<file path="config.mk">
export PLATFORM = sky130hd
export DESIGN_NAME = fifo_param
export DESIGN_NICKNAME = d
export VERILOG_FILES = /design/src/rtl/fifo_param.sv
export SDC_FILE = /design/constraint.sdc
export NUM_CORES = 1
export LEC_CHECK = 0
export ABC_AREA = 1
export CAP_MARGIN = 40
export CELL_PAD_IN_SITES_DETAIL_PLACEMENT = 1
export CELL_PAD_IN_SITES_GLOBAL_PLACEMENT = 1
export CORE_MARGIN = 2
export CORE_UTILIZATION = 40
export CTS_CLUSTER_DIAMETER = 200
export CTS_CLUSTER_SIZE = 16
export DETAILED_ROUTE_END_ITERATION = 12
export GPL_TIMING_DRIVEN = 1
export MAX_ROUTING_LAYER = met4
export PLACE_DENSITY = 0.76
export REMOVE_ABC_BUFFERS = 1
export SLEW_MARGIN = 20
export SYNTH_ARGS = -nofsm -noshare
export SYNTH_HDL_FRONTEND = slang
export SYNTH_SLANG_ARGS = --single-unit
</file>
<file path="constraint.sdc">
create_clock -name clk -period 2.7 [get_ports clk]
set_input_delay 0.81 -clock clk [delete_from_list [all_inputs] [get_ports clk]]
set_output_delay 0.81 -clock clk [all_outputs]
set_load 0.02 [all_outputs]
</file>
<file path="src/rtl/fifo_param.sv">
`default_nettype none
// +----------------------------------------------------------------------------+
// | Module  : fifo_param                                                       |
// | Brief   : Single-clock FIFO, any depth >= 2, with occupancy count, flush,  |
// |           read-valid strobe and registered request status strobes.         |
// | Revision: 1.0  initial release                                             |
// +----------------------------------------------------------------------------+
module fifo_param #(
    parameter int FIFO_WIDTH = 16,
    parameter int FIFO_DEPTH = 8,
    parameter int AF_LEVEL   = FIFO_DEPTH - 1,
    parameter int AE_LEVEL   = 1
) (
    input  logic                             clk,
    input  logic                             rst,
    input  logic                             flush,
    input  logic                             wr_en,
    input  logic [FIFO_WIDTH-1:0]            data_in,
    input  logic                             rd_en,
    output logic [FIFO_WIDTH-1:0]            data_out,
    output logic                             rd_valid,
    output logic                             wr_ack,
    output logic                             overflow,
    output logic                             underflow,
    output logic                             full,
    output logic                             empty,
    output logic                             almostfull,
    output logic                             almostempty,
    output logic [$clog2(FIFO_DEPTH+1)-1:0]  count
);

    localparam int c_PTR_W = $clog2(FIFO_DEPTH);
    localparam int c_CNT_W = $clog2(FIFO_DEPTH + 1);
    localparam logic [c_PTR_W-1:0] c_PTR_LAST = c_PTR_W'(FIFO_DEPTH - 1);
    localparam logic [c_CNT_W-1:0] c_CNT_FULL = c_CNT_W'(FIFO_DEPTH);
    localparam logic [c_CNT_W-1:0] c_CNT_AF   = c_CNT_W'(AF_LEVEL);
    localparam logic [c_CNT_W-1:0] c_CNT_AE   = c_CNT_W'(AE_LEVEL);

    generate
        if (FIFO_WIDTH < 1) begin : g_bad_width
            $error("fifo_param: FIFO_WIDTH must be >= 1");
        end
        if (FIFO_DEPTH < 2) begin : g_bad_depth
            $error("fifo_param: FIFO_DEPTH must be >= 2");
        end
        if (AF_LEVEL < 1 || AF_LEVEL > FIFO_DEPTH - 1) begin : g_bad_af
            $error("fifo_param: AF_LEVEL must be within 1..FIFO_DEPTH-1");
        end
        if (AE_LEVEL < 1 || AE_LEVEL > FIFO_DEPTH - 1) begin : g_bad_ae
            $error("fifo_param: AE_LEVEL must be within 1..FIFO_DEPTH-1");
        end
    endgenerate

    logic [FIFO_WIDTH-1:0] r_mem [0:FIFO_DEPTH-1];
    logic [c_PTR_W-1:0]    r_wr_ptr;
    logic [c_PTR_W-1:0]    r_rd_ptr;
    logic [c_CNT_W-1:0]    r_count;
    logic [FIFO_WIDTH-1:0] r_data_out;
    logic                  r_rd_valid;
    logic                  r_wr_ack;
    logic                  r_overflow;
    logic                  r_underflow;

    logic                  w_full;
    logic                  w_empty;
    logic                  w_wr_acc;
    logic                  w_rd_acc;
    logic [c_PTR_W-1:0]    w_wr_ptr_nxt;
    logic [c_PTR_W-1:0]    w_rd_ptr_nxt;

    // Status flags decode straight from the count register.
    assign w_full   = (r_count == c_CNT_FULL);
    assign w_empty  = (r_count == '0);
    assign w_wr_acc = wr_en & ~w_full  & ~flush;
    assign w_rd_acc = rd_en & ~w_empty & ~flush;

    // Explicit wrap so non-power-of-two depths work.
    assign w_wr_ptr_nxt = (r_wr_ptr == c_PTR_LAST) ? '0 : r_wr_ptr + 1'b1;
    assign w_rd_ptr_nxt = (r_rd_ptr == c_PTR_LAST) ? '0 : r_rd_ptr + 1'b1;

    always_ff @(posedge clk) begin
        if (w_wr_acc) begin
            r_mem[r_wr_ptr] <= data_in;
        end
    end

    always_ff @(posedge clk or posedge rst) begin
        if (rst) begin
            r_wr_ptr    <= '0;
            r_rd_ptr    <= '0;
            r_count     <= '0;
            r_data_out  <= '0;
            r_rd_valid  <= 1'b0;
            r_wr_ack    <= 1'b0;
            r_overflow  <= 1'b0;
            r_underflow <= 1'b0;
        end else begin
            r_wr_ack    <= w_wr_acc;
            r_overflow  <= wr_en & w_full  & ~flush;
            r_underflow <= rd_en & w_empty & ~flush;
            r_rd_valid  <= w_rd_acc;
            if (w_rd_acc) begin
                r_data_out <= r_mem[r_rd_ptr];
            end
            if (flush) begin
                r_wr_ptr <= '0;
                r_rd_ptr <= '0;
                r_count  <= '0;
            end else begin
                if (w_wr_acc) begin
                    r_wr_ptr <= w_wr_ptr_nxt;
                end
                if (w_rd_acc) begin
                    r_rd_ptr <= w_rd_ptr_nxt;
                end
                case ({w_wr_acc, w_rd_acc})
                    2'b10:   r_count <= r_count + 1'b1;
                    2'b01:   r_count <= r_count - 1'b1;
                    default: r_count <= r_count;
                endcase
            end
        end
    end

    assign data_out    = r_data_out;
    assign rd_valid    = r_rd_valid;
    assign wr_ack      = r_wr_ack;
    assign overflow    = r_overflow;
    assign underflow   = r_underflow;
    assign full        = w_full;
    assign empty       = w_empty;
    assign almostfull  = (r_count >= c_CNT_AF) & ~w_full;
    assign almostempty = (r_count <= c_CNT_AE) & ~w_empty;
    assign count       = r_count;

endmodule
`default_nettype wire

</file>
After elaboration in Yosys (flattened, before gate mapping)
Memories as Yosys holds them, arrays and structs flattened. A register that Yosys moved wholly into a read port is not among the register bits.
Index checks and enable logic that the tools add are counted.
W data, S select, Z words.
Storage, ports and cells
  logic and storage cells: 46
  output and inout bits: 28
  register bits after elaboration: 14
  RAM bits: 128
  memories: 1
  bits of input ports: 21
Memory list
  r_mem: words 8, width 16, read ports 1, clocked after memory_dff 1, write ports 1, line 54  | logic [FIFO_WIDTH-1:0] r_mem [0:FIFO_DEPTH-1];
Cells by class
  add/subtract/negate cells: 4
  bitwise operators: 13
  reductions and logical operators: 4
  multiplexer cells: 10
  equal/unequal tests: 5
  magnitude comparators: 2
Operators with widths (number)
  $mux W3: 6
  $and A1 B1 Y1: 10
  $pmux W4 S2: 1
  $add A3 B1 Y3 const B: 2
  $eq A3 B3 Y1 const B: 2
  $add A4 B1 Y4 const B: 1
  $eq A4 B4 Y1 const B: 1
  $ge A4 B3 Y1 const B: 1
  $le A4 B1 Y1 const B: 1
  $logic_not A4 Y1: 1
  $mux W4: 1
  $reduce_bool A2 Y1: 2
  $sub A4 B1 Y4 const B: 1
  $not A1 Y1: 3
  $reduce_bool A3 Y1: 1
  $eq A2 B1 Y1 const B: 1
  $eq A2 B2 Y1 const B: 1
  $mux W1: 2

Longest topological paths before layout
  depth in word-level cells: 7
  gate-level depth with buffers: 11
  gate-level depth less buffers: 11

Worst setup path before layout
No wires, ideal clock.
  kind: reg-to-reg
  from: register r_count[0], in the netlist count[0]
  to: memory r_mem[0][0], enable pin
  required time: 2.312 ns
  path buffers: 0
  data arrival time: 2.092 ns
  cell stages (with the launch flop): 8
  setup time: 0.388 ns
  path slack: 0.219 ns
  period minus slack after synthesis: 2.481 ns
  cells stage by stage: dfrtp_1 -> inv_1 -> ha_1 -> nand2_1 -> nor2_2 -> nor2_4 -> nand2_1 -> nor2_1
On the way
  longest elaborated chain between the ends: 6
Ends and longest elaborated chain
  start: declaration: line 57  | logic [c_CNT_W-1:0] r_count;
  start signal: assignment: line 117  | 2'b10: r_count <= r_count + 1'b1;
  start signal: assignment: line 118  | 2'b01: r_count <= r_count - 1'b1;
  start signal: assignment: line 119  | default: r_count <= r_count;
  $eq A4 B4 Y1: line 72  | assign w_full = (r_count == c_CNT_FULL);
  named net full: line 25  | output logic full,
  $not A1 Y1: line 74  | assign w_wr_acc = wr_en & ~w_full & ~flush;
  $and A1 B1 Y1 (2 in series): line 74
  named net w_wr_acc: line 66  | logic w_wr_acc;
  $mux W1: line 82  | if (w_wr_acc) begin
  $mux W1 (not written as such): line 83  | r_mem[r_wr_ptr] <= data_in;
  end: declaration: line 54
The timed path passes the listed nets, and every way through them passes these cells.

Worst setup path in the final report
  from: register r_count[0], in the netlist count[0]
  to: output port almostempty
On the way
  longest elaborated chain between the ends: 3
  elaborated cells between the ends (all ways): 4
  classes of those cells: order compare (1); bitwise (2); reduce/logical (1)
Ends and longest elaborated chain
  branches (longest 2 deep; another with $le A4 B1 Y1)
  $and A1 B1 Y1 (*): line 133  | assign almostempty = (r_count <= c_CNT_AE) & ~w_empty;
  end: declaration: line 28  | output logic almostempty,
Every way passes the cells marked *.

==> impl_metrics.csv <==
group,metric,value,unit
placement,io_buffers,48,
power,power_switching,1.79,mW
synth,synth_seq_cells,158,
final_layout,diodes,0,
synth,synthArstFlopShare,19.0,%
worst_setup_path,endpoint_kind,"output port",
power,power.combinational.fraction,18.4,%
synth,synth_top_family_by_area,"simple AND/OR/NAND/NOR gates",
worst_setup_path,rrSetupSlack,0.89,ns
synth,synth_common_cells,"128 x edfxtp_1, 126 x nor2_1, 72 x nand2_1",
power,powerDensity,836,nW/µm²
synth,synth_xor_area_share,0.271,%
floorplan,start_util,40.9,%
detailed_routing,avgViaCountPerCell,5.24,
cts,clockBufferDepth,2,
placement,gp_congestion,0.807,
power,power.share.sequential,43.8,%
worst_setup_path,crit_buf_inv,3,
cts,root_buffer,"clkbuf_16",
power,p_total,6.60,mW
placement,hpwlAfterDp,11300,µm
final_layout,drive_above_1_share,11.1,%
final_layout,utilization,49.9,%
floorplan,dieArea,17200,µm²
synth,synth_largest_area_cell,"edfxtp_1",
worst_setup_path,cp-endpoint,"almostempty",
sta,slew-limit-headroom,54.7,%
floorplan,dieWidth,131,µm
sta,final-hold-violation-count,0,
worst_setup_path,startpoint,"count[0]",
min_path,hold_path_depth,2,
worst_setup_path,r2r_start,"count[1]",
detailed_routing,antenna_left,0,
global_route,grt_pass1_wl,26800,µm
sta,fin_crit,2.59,ns
detailed_routing,wl,17200,µm
synth,yosys.area_share.simple,15.6,%
worst_setup_path,cp.arrival,1.78,ns
synth,synth.most_common_cell,"edfxtp_1",
global_route,grt_max_degree,66,
synth,yosysWarnings,0,
worst_setup_path,r2r_end,"r_mem[1][14]",
worst_setup_path,cp.depth,6,
synth,synth.mux.area_fraction,0,%
min_path,hp-class,"reg2reg",
worst_setup_path,cp_data_required_time,1.89,ns
detailed_routing,drtIter0Drc,237,
sta,setup_tns,0,ns
cts,clk_pin_slew_worst_paths,0.06,ns
power,internal_power,4.81,mW
worst_setup_path,critPathKind,"reg2out",
run_status,status,"finished, final reports clean",
cts,cts_tree,"yes",
cts,clock_latency,0.44,ns
floorplan,die_height,131,µm
job,maxCapViolCount,0,
cts,cts_max_level,4,
cts,cts.sinks,158,
worst_setup_path,reg2reg_depth,8,
sta,max_freq,386,MHz
final_layout,fin_nets,647,
synth,synth_top_cell_area_share,59.4,%
sta,maxSlewViolCount,0,
synth,syn_area_per_cell,11.7,µm²
power,clkPwrFrac,37.8,%
synth,netlist_instances,552,
final_layout,fin_cells,847,
placement,place_inst,814,
power,leakage,2.99,nW
global_route,grt.total_usage,21.5,%
worst_setup_path,cpMaxStageDelayCell,"dfrtp_1",
floorplan,core_area,15800,µm²
floorplan,num_rows,46,
worst_setup_path,crit_chain,"inv_1 -> buf_4 -> ha_1 -> o21ai_1 -> nor2_1 -> clkdlybuf4s15_1",
synth,synth.area.top_cells,"edfxtp_1 59%, dfrtp_1 12%, nor2_1 7.3%",
synth,netlist_area,6470,µm²
sta,setup_viol,0,
cts,cts_made_buffers,17,
power,switching_share,27.1,%
detailed_routing,drc,0,
synth,synthAdderAreaFrac,1.55,%
synth,synth.distinct_cells,29,
sta,post-route-period-util,96.0,%
cts,ctsHoldBuffers,0,
synth,synth-edff-count,128,
synth,synth_compound_area_share,7.85,%
detailed_routing,wl_per_cell,20.3,µm
floorplan,io_pins,49,
final_layout,syn_to_final_growth,21.9,%
global_route,grt_pass1_vias,4906,
worst_setup_path,critPathLaunchType,"flip-flop",
sta,whs,0.476,ns
synth,ys.flop_type,"edfxtp_1",
synth,synth_seq_area_share,71.0,%
worst_setup_path,crit_fanout,5,
global_route,antenna_found_initial,0,
global_route,overflow,0,
detailed_routing,dr.pass1.iters,4,
worst_setup_path,cp_top_family,"buffers and inverters",
sta,fin_skew,0.0123,ns
worst_setup_path,slowest_delay,0.39,ns
sta,rsz0062_at_grt,"no",
power,irDropWorstVdd,0.000642,V
detailed_routing,num_vias,4439,
sta,worst_pin_slew,0.679,ns
==> final cells by class <==
cell class / count / area [µm²]
clock buffers: 19 / 433
clock inverters: 13 / 171
fillers: 1661 / 7940
inverters: 19 / 71.3
multi-input cells: 346 / 1650
flip-flops and latches: 158 / 4600
well taps: 216 / 270
repair buffers: 76 / 699
==> cell families (layout without fill, tap and decap cells) <==
| logic type | count (synthesis) | in the layout |
|---|---|---|
| xor+xnor | 2 | 2 |
| fa+ha+maj | 8 | 8 |
| simple gates | 244 | 244 |
| compound gates | 92 | 92 |
| buf+inv | 48 | 127 |
| flops | 158 | 158 |
==> how the worst min path moves through the flow <==
stage                         endpoint    startpoint
after detailed placement  data_out[12]  data_out[12]
after CTS                 data_out[12]  data_out[12]
after global routing       data_out[4]   data_out[4]
after floorplan            data_out[0]   r_mem[1][0]
final                     data_out[12]  data_out[12]
after global placement     data_out[4]   data_out[4]
==> layer usage <==
metal | wire (µm) | track usage (%) | share of wire (%)
met3 | 664 | 5.21 | 3.9
met1 | 6880 | 23.1 | 40
met5 | 0 | - | 0
met2 | 9120 | 37.5 | 53
met4 | 531 | 9.96 | 3.1
==> state kept, by name, indices dropped and copies added (netlist names) <==
name / flops
r_wr_ptr: 3
underflow: 1
data_out: 16
r_mem: 128
count: 4
r_rd_ptr: 3
wr_ack: 1
overflow: 1
rd_valid: 1
==> power by group through the flow <==
stage / registers [mW] / clock network [mW] / logic (mW)
6_report: 2.89 / 2.49 / 1.21
5_1_grt: 2.91 / 2.62 / 1.33
4_1_cts: 2.90 / 2.53 / 1.23
3_5_place_dp: 2.95 / 0 / 1.21
3_3_place_gp: 2.94 / 0 / 1.17
2_1_floorplan: 3.13 / 0 / 0.421
==> stage by stage <==
stage	setup WS [ns]	area [µm²]
2_1_floorplan	0.173	6300
3_3_place_gp	0.163	7270
3_5_place_dp	0.0968	7270
4_1_cts	0.0140	7890
5_1_grt	0.0161	7890
6_report	0.109	7890
==> worst reg2reg max path, delay by kind of cell, from the launching register on <==
family        cells  cell delay [ns]
buf+inv           2             0.31
simple gates      5             0.64
flops             1             0.37
fa+ha+maj         1             0.19
==> layout by cell type (no fill, tap or decap), types with 4 or more instances in the layout <==
cell,n
edfxtp_1,128
nor2_1,126
nand2_1,72
o21ai_0,64
clkdlybuf4s50_1,44
nand3_1,38
dfrtp_1,28
buf_4,27
clkbuf_16,17
o211ai_1,16
inv_1,15
o21ai_1,8
ha_1,7
clkinv_2,4
bufinv_16,4
==> repair_timing <==
action,4_1_cts,5_1_grt
resized for setup,7,3
hold endpoints to repair,0,0
buffers inserted,1,0
setup endpoints to repair,4,4
Note: power is estimated with default switching activity, not from simulation.
